<file path="config.mk">
export PLATFORM = sky130hd
export DESIGN_NAME = pixel_array_controller
export DESIGN_NICKNAME = d
export VERILOG_FILES = /design/src/rtl/PixelSensorConfig.sv /design/src/rtl/pixel_array_controller.sv
export SDC_FILE = /design/constraint.sdc
export NUM_CORES = 1
export LEC_CHECK = 0
export BUFFER_PORTS_ARGS = -buffer_cell sky130_fd_sc_hd__buf_4
export CAP_MARGIN = 5
export CORE_UTILIZATION = 61
export CTS_CLUSTER_SIZE = 24
export DETAILED_ROUTE_END_ITERATION = 12
export GPL_TIMING_DRIVEN = 0
export HOLD_SLACK_MARGIN = 0.03
export PLACE_DENSITY = 0.83
export SETUP_SLACK_MARGIN = 0.2
export SYNTH_ARGS = -nofsm -noshare
export SYNTH_HDL_FRONTEND = slang
export SYNTH_SLANG_ARGS = --single-unit
</file>
<file path="constraint.sdc">
create_clock -name CLK -period 5.42 [get_ports CLK]
set_input_delay 0.271 -clock CLK [delete_from_list [all_inputs] [get_ports CLK]]
set_output_delay 0.271 -clock CLK [all_outputs]
set_load 0.05 [all_outputs]
</file>
<file path="src/rtl/PixelSensorConfig.sv">
// Shared pixel sensor configuration: array geometry, ramp length and the
// readout controller state encoding.
package PixelSensorConfig;

  localparam int unsigned PIXEL_ARRAY_HEIGHT = 2;
  localparam int unsigned PIXEL_ARRAY_WIDTH  = 4;
  localparam int unsigned PIXEL_BITS         = 8;
  localparam int unsigned RAMP_LEN           = 256;
  localparam int unsigned ROW_IDX_W          =
    (PIXEL_ARRAY_HEIGHT > 1) ? $clog2(PIXEL_ARRAY_HEIGHT) : 1;
  localparam int unsigned CNT_W              = 16;

  typedef enum logic [2:0] {
    ST_IDLE    = 3'd0,
    ST_ERASE   = 3'd1,
    ST_EXPOSE  = 3'd2,
    ST_CONVERT = 3'd3,
    ST_READOUT = 3'd4,
    ST_DONE    = 3'd5
  } state_e;

endpackage

</file>
<file path="src/rtl/pixel_array_controller.sv">
// Frame sequencer for the pixel array: erase, expose, ramp conversion and
// row-by-row readout with downstream back-pressure.
module pixel_array_controller
  import PixelSensorConfig::*;
#(
  parameter int unsigned ERASE_CYCLES  = 5,
  parameter int unsigned EXPOSE_CYCLES = 255
) (
  input  logic                          CLK,
  input  logic                          RESET_N,
  input  logic                          START,
  input  logic                          ROW_READY,
  output logic                          ERASE,
  output logic                          EXPOSE,
  output logic                          ANALOG_RAMP,
  output logic [7:0]                    DIGITAL_RAMP,
  output logic [PIXEL_ARRAY_HEIGHT-1:0] READ,
  output logic                          ROW_VALID,
  output logic [ROW_IDX_W-1:0]          ROW_INDEX,
  output logic                          BUSY,
  output logic                          FRAME_DONE
);

  localparam logic [CNT_W-1:0]     ERASE_LAST  = CNT_W'(ERASE_CYCLES - 1);
  localparam logic [CNT_W-1:0]     EXPOSE_LAST = CNT_W'(EXPOSE_CYCLES - 1);
  localparam logic [CNT_W-1:0]     RAMP_LAST   = CNT_W'(RAMP_LEN - 1);
  localparam logic [ROW_IDX_W-1:0] ROW_LAST    = ROW_IDX_W'(PIXEL_ARRAY_HEIGHT - 1);

  state_e                        state_q, state_d;
  logic [CNT_W-1:0]              cnt_q, cnt_d;
  logic [ROW_IDX_W-1:0]          row_q, row_d;
  logic                          erase_q, erase_d;
  logic                          expose_q, expose_d;
  logic                          analog_ramp_q, analog_ramp_d;
  logic [7:0]                    digital_ramp_q, digital_ramp_d;
  logic [PIXEL_ARRAY_HEIGHT-1:0] read_q, read_d;
  logic                          row_valid_q, row_valid_d;
  logic [ROW_IDX_W-1:0]          row_index_q, row_index_d;
  logic                          busy_q, busy_d;
  logic                          frame_done_q, frame_done_d;

  always_ff @(posedge CLK or negedge RESET_N) begin
    if (!RESET_N) begin
      state_q        <= ST_IDLE;
      cnt_q          <= '0;
      row_q          <= '0;
      erase_q        <= 1'b0;
      expose_q       <= 1'b0;
      analog_ramp_q  <= 1'b0;
      digital_ramp_q <= '0;
      read_q         <= '0;
      row_valid_q    <= 1'b0;
      row_index_q    <= '0;
      busy_q         <= 1'b0;
      frame_done_q   <= 1'b0;
    end else begin
      state_q        <= state_d;
      cnt_q          <= cnt_d;
      row_q          <= row_d;
      erase_q        <= erase_d;
      expose_q       <= expose_d;
      analog_ramp_q  <= analog_ramp_d;
      digital_ramp_q <= digital_ramp_d;
      read_q         <= read_d;
      row_valid_q    <= row_valid_d;
      row_index_q    <= row_index_d;
      busy_q         <= busy_d;
      frame_done_q   <= frame_done_d;
    end
  end

  // Next state; the phase counter restarts from 0 on every state entry.
  always_comb begin
    state_d = state_q;
    cnt_d   = cnt_q + CNT_W'(1);
    row_d   = row_q;
    unique case (state_q)
      ST_IDLE: begin
        cnt_d = '0;
        row_d = '0;
        if (START) state_d = ST_ERASE;
      end
      ST_ERASE: begin
        if (cnt_q == ERASE_LAST) begin
          state_d = ST_EXPOSE;
          cnt_d   = '0;
        end
      end
      ST_EXPOSE: begin
        if (cnt_q == EXPOSE_LAST) begin
          state_d = ST_CONVERT;
          cnt_d   = '0;
        end
      end
      ST_CONVERT: begin
        if (cnt_q == RAMP_LAST) begin
          state_d = ST_READOUT;
          cnt_d   = '0;
          row_d   = '0;
        end
      end
      ST_READOUT: begin
        cnt_d = '0;
        if (ROW_READY) begin
          if (row_q == ROW_LAST) state_d = ST_DONE;
          else                   row_d   = row_q + ROW_IDX_W'(1);
        end
      end
      ST_DONE: begin
        cnt_d   = '0;
        row_d   = '0;
        state_d = ST_IDLE;
      end
      default: begin
        cnt_d   = '0;
        row_d   = '0;
        state_d = ST_IDLE;
      end
    endcase
  end

  // Outputs are decoded from the next state so the flops line up with state_q.
  always_comb begin
    erase_d        = (state_d == ST_ERASE);
    expose_d       = (state_d == ST_EXPOSE);
    analog_ramp_d  = (state_d == ST_CONVERT);
    digital_ramp_d = '0;
    read_d         = '0;
    row_valid_d    = 1'b0;
    row_index_d    = '0;
    busy_d         = (state_d != ST_IDLE);
    frame_done_d   = (state_d == ST_DONE);
    if (state_d == ST_CONVERT) digital_ramp_d = 8'(cnt_d);
    if (state_d == ST_READOUT) begin
      read_d      = PIXEL_ARRAY_HEIGHT'(1) << row_d;
      row_valid_d = 1'b1;
      row_index_d = row_d;
    end
  end

  assign ERASE        = erase_q;
  assign EXPOSE       = expose_q;
  assign ANALOG_RAMP  = analog_ramp_q;
  assign DIGITAL_RAMP = digital_ramp_q;
  assign READ         = read_q;
  assign ROW_VALID    = row_valid_q;
  assign ROW_INDEX    = row_index_q;
  assign BUSY         = busy_q;
  assign FRAME_DONE   = frame_done_q;

endmodule

</file>
Word-level counts from Yosys, hierarchy flattened
Index checks and enable logic that the tools add are counted.
{"block": "word_totals", "reg_bits": 37, "latchBits": 0, "ram_bits": 0, "rom_bits": 0, "input_bits": 4, "elab_cells": 49, "n_memories": 0}
{"block": "classes", "add_sub_neg": 2, "multipliers": 0, "div": 0, "magnitude_cmp": 0, "eq_ne": 12, "shift": 1, "mux": 19, "bitwise": 0, "n_reduce_logical": 3}
{"operator": "$mux 16", "n": 3}
{"operator": "$pmux 16 s3", "n": 1}
{"operator": "$eq 16x8->1 const B", "n": 2}
{"operator": "$mux 3", "n": 6}
{"operator": "$add 16x1->16 const B", "n": 1}
{"operator": "$eq 16x3->1 const B", "n": 1}
{"operator": "$pmux 3 s5", "n": 1}
{"operator": "$eq 3x2->1 const B", "n": 4}
{"operator": "$eq 3x3->1 const B", "n": 3}
{"operator": "$mux 8", "n": 1}
{"operator": "$eq 3x1->1 const B", "n": 2}
{"operator": "$mux 1", "n": 5}
{"operator": "$logic_not 3->1", "n": 1}
{"operator": "$pmux 1 s3", "n": 1}
{"operator": "$reduce_bool 3->1", "n": 1}
{"operator": "$mux 2", "n": 1}
{"operator": "$reduce_or 2->1", "n": 1}
{"operator": "$shl 1x1->2 const A", "n": 1}
{"operator": "$add 1x1->1 const B", "n": 1}

Longest topological paths before layout
Gate-level depths: netlist of run 1.
{"block": "logic_depth", "ltp_word": 6, "ltp_mapped": 7, "mapped_depth_nobuf": 6}

Worst setup path before layout of run 1
No wires, ideal clock.
{"block": "synth_path", "kind": "register to register", "from": "register cnt_q[0]", "to": "register cnt_q[7]", "setup_time_ps": 122, "arrival_ps": 1745, "path_slack_ps": 3553, "stages_incl_launch_ff": 8, "path_buffers": 2, "period_less_slack_ps": 1867, "cell_sequence": "dfrtp_1 -> ha_1 -> and3_1 -> clkbuf_1 -> a41oi_1 -> a221oi_4 -> buf_6 -> nor2_1"}
{"block": "synth_via", "elab_chain_len": 3, "elab_cells_between_ends": 8, "classes_between": "1 x add/sub; 3 x eq/ne; 4 x mux"}
{"element": "start, declared", "line_no": "pixel_array_controller.sv:30", "source": "logic [CNT_W-1:0] cnt_q, cnt_d;"}
{"element": "start signal, assigned", "line_no": "pixel_array_controller.sv:58", "source": "cnt_q <= cnt_d;"}
{"element": "$add 16x1->16 (tied with other cells)", "line_no": "pixel_array_controller.sv:75", "source": "cnt_d = cnt_q + CNT_W'(1);"}
{"element": "$mux 16 (on tied branches)", "line_no": "pixel_array_controller.sv:96, pixel_array_controller.sv:84, pixel_array_controller.sv:90"}
{"element": "$pmux 16 s3 (*)", "line_no": "pixel_array_controller.sv:77", "source": "unique case (state_q)"}
{"element": "named net cnt_d[7]", "line_no": "pixel_array_controller.sv:30"}
Mark *: on every way through the listed nets, which the timed path passes. The rest lies on a longest branch.

Worst setup path after layout of run 1
{"block": "layout_path", "from": "register cnt_q[0]", "to": "register cnt_q[6]"}
The elaborated chain is that of the path after synthesis.

==> results.py, run 1 <==
metrics = {
    "power": {
        "p_int_mw": 0.335,
        "switchingPower_mw": 0.0896,
        "leakage_nw": 0.875,
        "p_total_mw": 0.424,
        "power_density_mw_per_mm2": 219,
        "p_seq_frac": 0.633,
        "swShare": 0.211,
        "clkPwrFrac": 0.348,
        "combPwrFrac": 0.020,
        "peakVddDrop_mv": 0.217,
    },
    "clock_tree": {
        "tritoncts": "done",
        "post_cts_buffers": 0,
        "cts_buffer_depth": 2,
        "root_buffer": "clkbuf_4",
        "clkLatencyLatePin_ns": 0.34,
        "clkTransAtPathRegs_ns": 0.10,
        "htree_levels": 2,
        "cts_made_buffers": 5,
        "clock_sinks": 36,
    },
    "logic_synthesis": {
        "ys_ff_latch": 36,
        "seq_area_frac_synth": 0.537,
        "synth_top_area_cell": "dfrtp_1",
        "synth_top_flop_cell": "dfrtp_1",
        "async_flop_share": 1.00,
        "syn_area_sq_mm": 0.00168,
        "avgSynthCellArea_sq_um": 10.9,
        "syn_inst": 154,
        "ys_types": 40,
        "synth_nets": 161,
        "synthTopCellsByArea": "dfrtp_1, nor2_1, xnor2_1",
        "synth_edf_count": 0,
        "yosysWarnings": 0,
        "synth_top_area_frac": 0.537,
    },
    "sta": {
        "fmax_mhz": 431,
        "finalCritPeriodShare": 0.428,
        "max_slew_margin": 0.517,
        "period_needed_ns": 2.32,
        "tightestPinTransition_ns": 0.722,
        "tns_ns": 0,
        "timing.final.ws_setup_ns": 3.10,
        "finalHoldViolCount": 0,
        "setup_viol": 0,
        "rsz0062_at_grt": "false",
        "fin_skew_ns": 0.00305,
        "slew_viol_final": 0,
    },
    "placed_design": {
        "port_buffers": 20,
        "pre_cts_slack_ns": 3.15,
        "place_congestion": 0.853,
        "dp_cells": 204,
        "hpwl_microns": 2340,
    },
    "layout": {
        "diodes": 0,
        "utilization": 0.760,
        "final_cells": 213,
        "synthToLayoutAreaGrowth_pct": 15.3,
        "drive_gt1_frac": 0.197,
        "nets": 189,
    },
    "critical_path": {
        "cp-start-kind": "flip-flop",
        "reg2reg_depth": 7,
        "critPathCaptureType": "flip-flop",
        "r2r-start": "cnt_q[0]",
        "cp_data_arrival_time_ns": 2.55,
        "required_ns": 5.65,
        "worstSetupPathType": "reg2reg",
        "crit_path_max_fanout": 10,
        "r2r_setup_slack_ns": 3.10,
        "r2r_end": "cnt_q[6]",
    },
    "grt": {
        "antenna_found_initial": 0,
        "overflow": 0,
        "grt_max_degree": 37,
        "grt_pass1_vias": 1187,
        "grt_pass1_wl_microns": 5550,
        "grt_usage": 0.274,
    },
    "die": {
        "placement_rows": 18,
        "core-area_sq_mm": 0.00254,
        "initial_core_util": 0.659,
        "dieHeight_microns": 54.4,
        "die_area_sq_mm": 0.00296,
        "fp.dieW_microns": 54.4,
        "io_pins": 21,
    },
    "min_path": {
        "min_from": "ROW_READY",
        "hold-path-endpoint": "READ[0]",
        "min_path_cells": 2,
        "hold_class": "in2reg",
    },
    "routing": {
        "drtIter0Drc": 44,
        "vias_per_cell": 6.14,
        "drtPass1Iterations": 4,
        "drtAntennaViolNets": 0,
        "post-route-drc-count": 0,
        "routed_wl_microns": 3430,
        "num_vias": 1307,
        "wl_per_cell_microns": 16.1,
    },
    "run_status": {
        "status": "finished clean",
    },
    "run": {
        "maxCapViolCount": 0,
    },
}
## power by group through the flow
stage	registers [mW]	logic [mW]	clock network (mW)
2_1_floorplan	0.274	0.000558	0
3_3_place_gp	0.274	0.00758	0
3_5_place_dp	0.274	0.00804	0
4_1_cts	0.268	0.00859	0.153
5_1_grt	0.268	0.00980	0.159
6_report	0.268	0.00836	0.147
## Yosys cell counts, drive strengths merged (2+ instances only)
library cell	count
o31ai	2
nand3b	3
and3	3
nand4	6
nor3b	3
nor4	7
and4	3
a21oi	4
o21ai	4
nor2	24
nor3	3
xnor2	7
dfrtp	36
nand4b	2
nand3	6
inv	4
nand2	6
buf	4
and2	3
ha	3
xor2	4
clkbuf	2
## sequential cells by signal, summed over array words and instances, names as in the netlist
signal	flops
cnt_q	16
DIGITAL_RAMP	8
state_q	3
READ	2
ANALOG_RAMP	1
BUSY	1
ERASE	1
EXPOSE	1
FRAME_DONE	1
ROW_VALID	1
row_q	1
## cells by family (layout without fill, tap and decap cells)
group	after synthesis	in the layout	share of synthesized area
and+or+nand+nor	73	73	0.252
adders and majority gates	3	3	0.0224
DFF	36	36	0.537
xor gates and xnor gates	11	11	0.0574
muxes	1	1	0.00597
buffers and inverters	10	39	0.0306
AOI/OAI and AO/OA	20	20	0.0947
## stage by stage
stage / hold WS, ns / area [sq um]
after CTS: 0.125 / 1930
after global routing: 0.128 / 1930
after detailed placement: 0.249 / 1870
after global placement: 0.239 / 1870
after floorplan: -0.0246 / 1680
final: 0.142 / 1930
## per-layer routing
metal | vias up | wire (microns) | part of all wire | global-route usage
li1 | 609 | - | - | -
met1 | 645 | 1460 | 0.43 | 0.325
met2 | 49 | 1770 | 0.52 | 0.472
met3 | 4 | 169 | 0.049 | 0.0583
met4 | 0 | 26 | 0.0076 | 0.128
met5 | - | 0 | 0 | 0
## how the worst max path moves through the flow
| stage | startpoint | to | slack (ns) | depth (start not counted) |
|---|---|---|---|---|
| after global placement | cnt_q[0] | cnt_q[7] | 3.22 | 7 |
| after detailed placement | cnt_q[0] | cnt_q[6] | 3.15 | 7 |
| final | cnt_q[0] | cnt_q[6] | 3.10 | 7 |
| after CTS | cnt_q[0] | cnt_q[6] | 3.12 | 7 |
| after global routing | cnt_q[0] | cnt_q[4] | 2.97 | 7 |
| after floorplan | cnt_q[0] | cnt_q[7] | 3.55 | 7 |
## worst max-delay path: stages (launching register included)
cell,delay [ns]
dfrtp_1,0.47
ha_1,0.27
and3_1,0.18
clkbuf_1,0.26
a41oi_1,0.30
a221oi_4,0.46
buf_6,0.21
nor2_1,0.06
## area by class of cell
cell class	count	area, sq um
Buffer	6	36.3
Inverter	4	15.0
Tap cell	30	37.5
Multi-Input combinational cell	108	726
Clock buffer	8	58.8
Timing Repair Buffer	21	160
Sequential cell	36	901
Fill cell	180	611
## layout by cell type, fill, tap and decap left out, types with 2 or more instances in the layout
cell type  synthesis  final
inv_1              4      4
ha_1               3      3
nor3_1             3      3
xnor2_1            7      7
nand3_1            6      6
clkbuf_4           0      5
and4_1             3      3
nand4_1            6      6
nand2_1            6      6
and2_1             3      3
clkbuf_1           2      4
nand4b_1           2      2
nor2_1            24     24
o21ai_0            4      4
and3_1             3      3
xor2_1             4      4
nor4_4             2      2
nor4_1             5      5
a21oi_1            4      4
buf_2              2      2
dfrtp_1           36     36
buf_4              1     21
o31ai_1            2      2
nor3b_1            3      3
nand3b_1           3      3
## what timing repair did
item                                    CTS  global route
endpoints found under the setup margin    0             0
hold buffers                              1             0
gates resized for setup                   0             0
endpoints found under the hold margin    36             0
Note: power is estimated with default switching activity, not from simulation.
==> run 2: changes to the inputs <==
--- a/config.mk
+++ b/config.mk
@@ -5,14 +5,15 @@
 export SDC_FILE = /design/constraint.sdc
 export NUM_CORES = 1
 export LEC_CHECK = 0
+export ABC_AREA = 1
 export BUFFER_PORTS_ARGS = -buffer_cell sky130_fd_sc_hd__buf_4
 export CAP_MARGIN = 5
-export CORE_UTILIZATION = 61
+export CORE_UTILIZATION = 56
 export CTS_CLUSTER_SIZE = 24
 export DETAILED_ROUTE_END_ITERATION = 12
 export GPL_TIMING_DRIVEN = 0
 export HOLD_SLACK_MARGIN = 0.03
-export PLACE_DENSITY = 0.83
+export PLACE_DENSITY = 0.77
 export SETUP_SLACK_MARGIN = 0.2
 export SYNTH_ARGS = -nofsm -noshare
 export SYNTH_HDL_FRONTEND = slang
==> constraint.sdc (replaced) <==
create_clock -name CLK -period 2.2 [get_ports CLK]
set_input_delay 0.11 -clock CLK [delete_from_list [all_inputs] [get_ports CLK]]
set_output_delay 0.11 -clock CLK [all_outputs]
set_load 0.05 [all_outputs]
==> run 2 against run 1 <==
  * Cell count increased by 15%
  * Largest cell class unchanged
  * First-iteration DRC count increased by 66%
  * Final area increased by 2.2%
  * Worst setup slack got worse by 2.6 ns
  * Sequential power increased by 150%
  * Routed wire length decreased by 6.6%
==> results.py, run 2 <==
metrics = {
    "logic_synthesis": {
        "synth_top_area_cell": "dfrtp_1",
        "synthAdderAreaFrac": 0.0219,
        "synthSimpleGateAreaFrac": 0.300,
        "ys_ff_latch": 36,
        "synth_top_family_by_area": "simple AND/OR/NAND/NOR gates",
        "yosys-mux-area-fraction": 0,
        "synth_top_flop_cell": "dfrtp_1",
        "synth_compound_area_frac": 0.0394,
        "syn_area_sq_mm": 0.00171,
        "seq_area_frac_synth": 0.526,
        "synth_xor_area_frac": 0.0511,
        "async_flop_share": 1.00,
        "synthTopCellsByArea": "dfrtp_1, nor2_1, nand2_1",
        "synth_nets": 194,
        "yosysWarnings": 0,
        "synth_top_area_frac": 0.526,
        "yosysMostFrequentCell": "nor2_1",
        "synth_edf_count": 0,
        "syn_inst": 187,
        "netlist_top_cells_count": "nor2_1, dfrtp_1, nand2_1",
        "ys_types": 28,
        "avgSynthCellArea_sq_um": 9.16,
    },
    "power": {
        "leakage_nw": 0.985,
        "clkPwrFrac": 0.359,
        "swShare": 0.201,
        "power_density_mw_per_mm2": 536,
        "p_int_mw": 0.847,
        "combPwrFrac": 0.017,
        "p_seq_frac": 0.624,
        "switchingPower_mw": 0.213,
        "peakVddDrop_mv": 0.507,
    },
    "clock_tree": {
        "cts_buffer_depth": 2,
        "clkLatencyLatePin_ns": 0.33,
        "tritoncts": "done",
        "htree_levels": 2,
        "cts_made_buffers": 5,
        "clkTransAtPathRegs_ns": 0.10,
        "root_buffer": "clkbuf_4",
        "clock_sinks": 36,
    },
    "grt": {
        "grt_pass1_wl_microns": 5600,
        "grt_usage": 0.233,
        "grt_max_degree": 37,
        "overflow": 0,
        "antenna_found_initial": 0,
        "grt_pass1_vias": 1259,
    },
    "sta": {
        "fin_skew_ns": 0.00320,
        "finalCritPeriodShare": 0.786,
        "fmax_mhz": 579,
        "tns_ns": 0,
        "slew_viol_final": 0,
        "max_slew_margin": 0.705,
        "setup_viol": 0,
        "tightestPinTransition_ns": 0.442,
        "finalHoldViolCount": 0,
        "timing.final.ws_setup_ns": 0.472,
        "period_needed_ns": 1.73,
        "rsz0062_at_grt": "false",
    },
    "die": {
        "initial_core_util": 0.605,
        "placement_rows": 19,
        "die_area_sq_mm": 0.00328,
        "core-area_sq_mm": 0.00283,
        "fp.dieW_microns": 57.3,
        "dieHeight_microns": 57.3,
        "io_pins": 21,
    },
    "critical_path": {
        "cp_data_arrival_time_ns": 1.95,
        "required_ns": 2.43,
        "r2r_end": "cnt_q[7]",
        "worstSetupPathType": "reg2reg",
        "r2r_setup_slack_ns": 0.47,
        "critPathCaptureType": "flip-flop",
        "r2r-start": "cnt_q[0]",
        "cp-start-kind": "flip-flop",
        "reg2reg_depth": 9,
        "crit_path_max_fanout": 10,
    },
    "layout": {
        "final_common_cell": "nor2_1",
        "regMostFlops": "cnt_q",
        "synthToLayoutAreaGrowth_pct": 15.4,
        "nets": 222,
        "diodes": 0,
        "final_cell_mix": "nor2_1, dfrtp_1, nand2_1, inv_1, buf_4",
        "largest_reg_flops": 16,
        "drive_gt1_frac": 0.214,
    },
    "placed_design": {
        "place_congestion": 0.858,
        "hpwl_microns": 2380,
        "port_buffers": 20,
        "pre_cts_slack_ns": 0.472,
    },
    "routing": {
        "drtAntennaViolNets": 0,
        "num_vias": 1274,
        "post-route-drc-count": 0,
        "vias_per_cell": 5.18,
        "routed_wl_microns": 3200,
        "drtIter0Drc": 73,
        "drtPass1Iterations": 4,
        "wl_per_cell_microns": 13.0,
    },
    "min_path": {
        "hold-path-endpoint": "FRAME_DONE",
        "min_from": "ROW_READY",
        "hold_class": "in2reg",
        "min_path_cells": 3,
    },
    "run_status": {
        "status": "finished clean",
    },
    "run": {
        "maxCapViolCount": 0,
    },
}
==> run 2: what timing repair did <==
action,in CTS,in global routing
hold endpoints to repair,36,0
resized for setup,0,0
hold buffers,1,0
setup buffers,0,0
==> run 2: layout make-up <==
cell class                      count  area [sq um]
Clock buffer                        7          65.1
Tap cell                           31          38.8
Inverter                           23          86.3
Buffer                              2          18.8
Timing Repair Buffer               21           160
Sequential cell                    36           901
Fill cell                         236           852
Multi-Input combinational cell    126           707
==> run 2: worst max path at each step <==
stage,from,endpoint,slack [ns],cells past startpoint
6_report,cnt_q[0],cnt_q[7],0.47,9
5_1_grt,cnt_q[0],cnt_q[11],0.32,9
4_1_cts,cnt_q[0],cnt_q[11],0.45,9
3_5_place_dp,cnt_q[0],cnt_q[7],0.47,9
3_3_place_gp,cnt_q[0],cnt_q[3],0.54,9
2_1_floorplan,cnt_q[0],cnt_q[11],0.69,9
==> run 2: per-layer routing <==
metal / vias up / track usage / part of all wire
met2: 24 / 0.378 / 0.50
met5: - / 0 / 0
met1: 607 / 0.285 / 0.44
li1: 634 / - / -
met3: 9 / 0.0726 / 0.044
met4: 0 / 0.108 / 0.019
==> run 2: cells by family after synthesis <==
logic type | after synthesis
compound gates | 10
buf+inv | 25
flops | 36
simple gates | 103
xor+xnor | 10
fa+ha+maj | 3
==> run 2: power groups by stage <==
stage	clock network, mW	logic [mW]	registers [mW]
final	0.381	0.0183	0.661
after floorplan	0	0.000742	0.674
after global routing	0.419	0.0214	0.661
after CTS	0.398	0.0193	0.661
after global placement	0	0.0176	0.674
after detailed placement	0	0.0179	0.674
==> run 2: per-stage QoR <==
step / cell area [sq um] / total power [mW] / util / hold slack, ns / cells
after global placement: 1900 / 0.692 / 0.672 / 0.0843 / 238
after global routing: 1980 / 1.10 / 0.699 / 0.150 / 246
final: 1980 / 1.06 / 0.699 / 0.115 / 246
after detailed placement: 1900 / 0.692 / 0.672 / 0.0862 / 238
after CTS: 1980 / 1.08 / 0.699 / 0.0939 / 246
after floorplan: 1710 / 0.675 / - / -0.186 / 187
==> run 2: worst max-delay path: stages, from the launching register on <==
cell	delay, ns
dfrtp_1	0.42
ha_1	0.25
nand3_4	0.12
nor2_4	0.17
nand2_4	0.11
nand2_4	0.09
nand2_2	0.08
nor2_2	0.16
buf_6	0.17
nor2_1	0.05
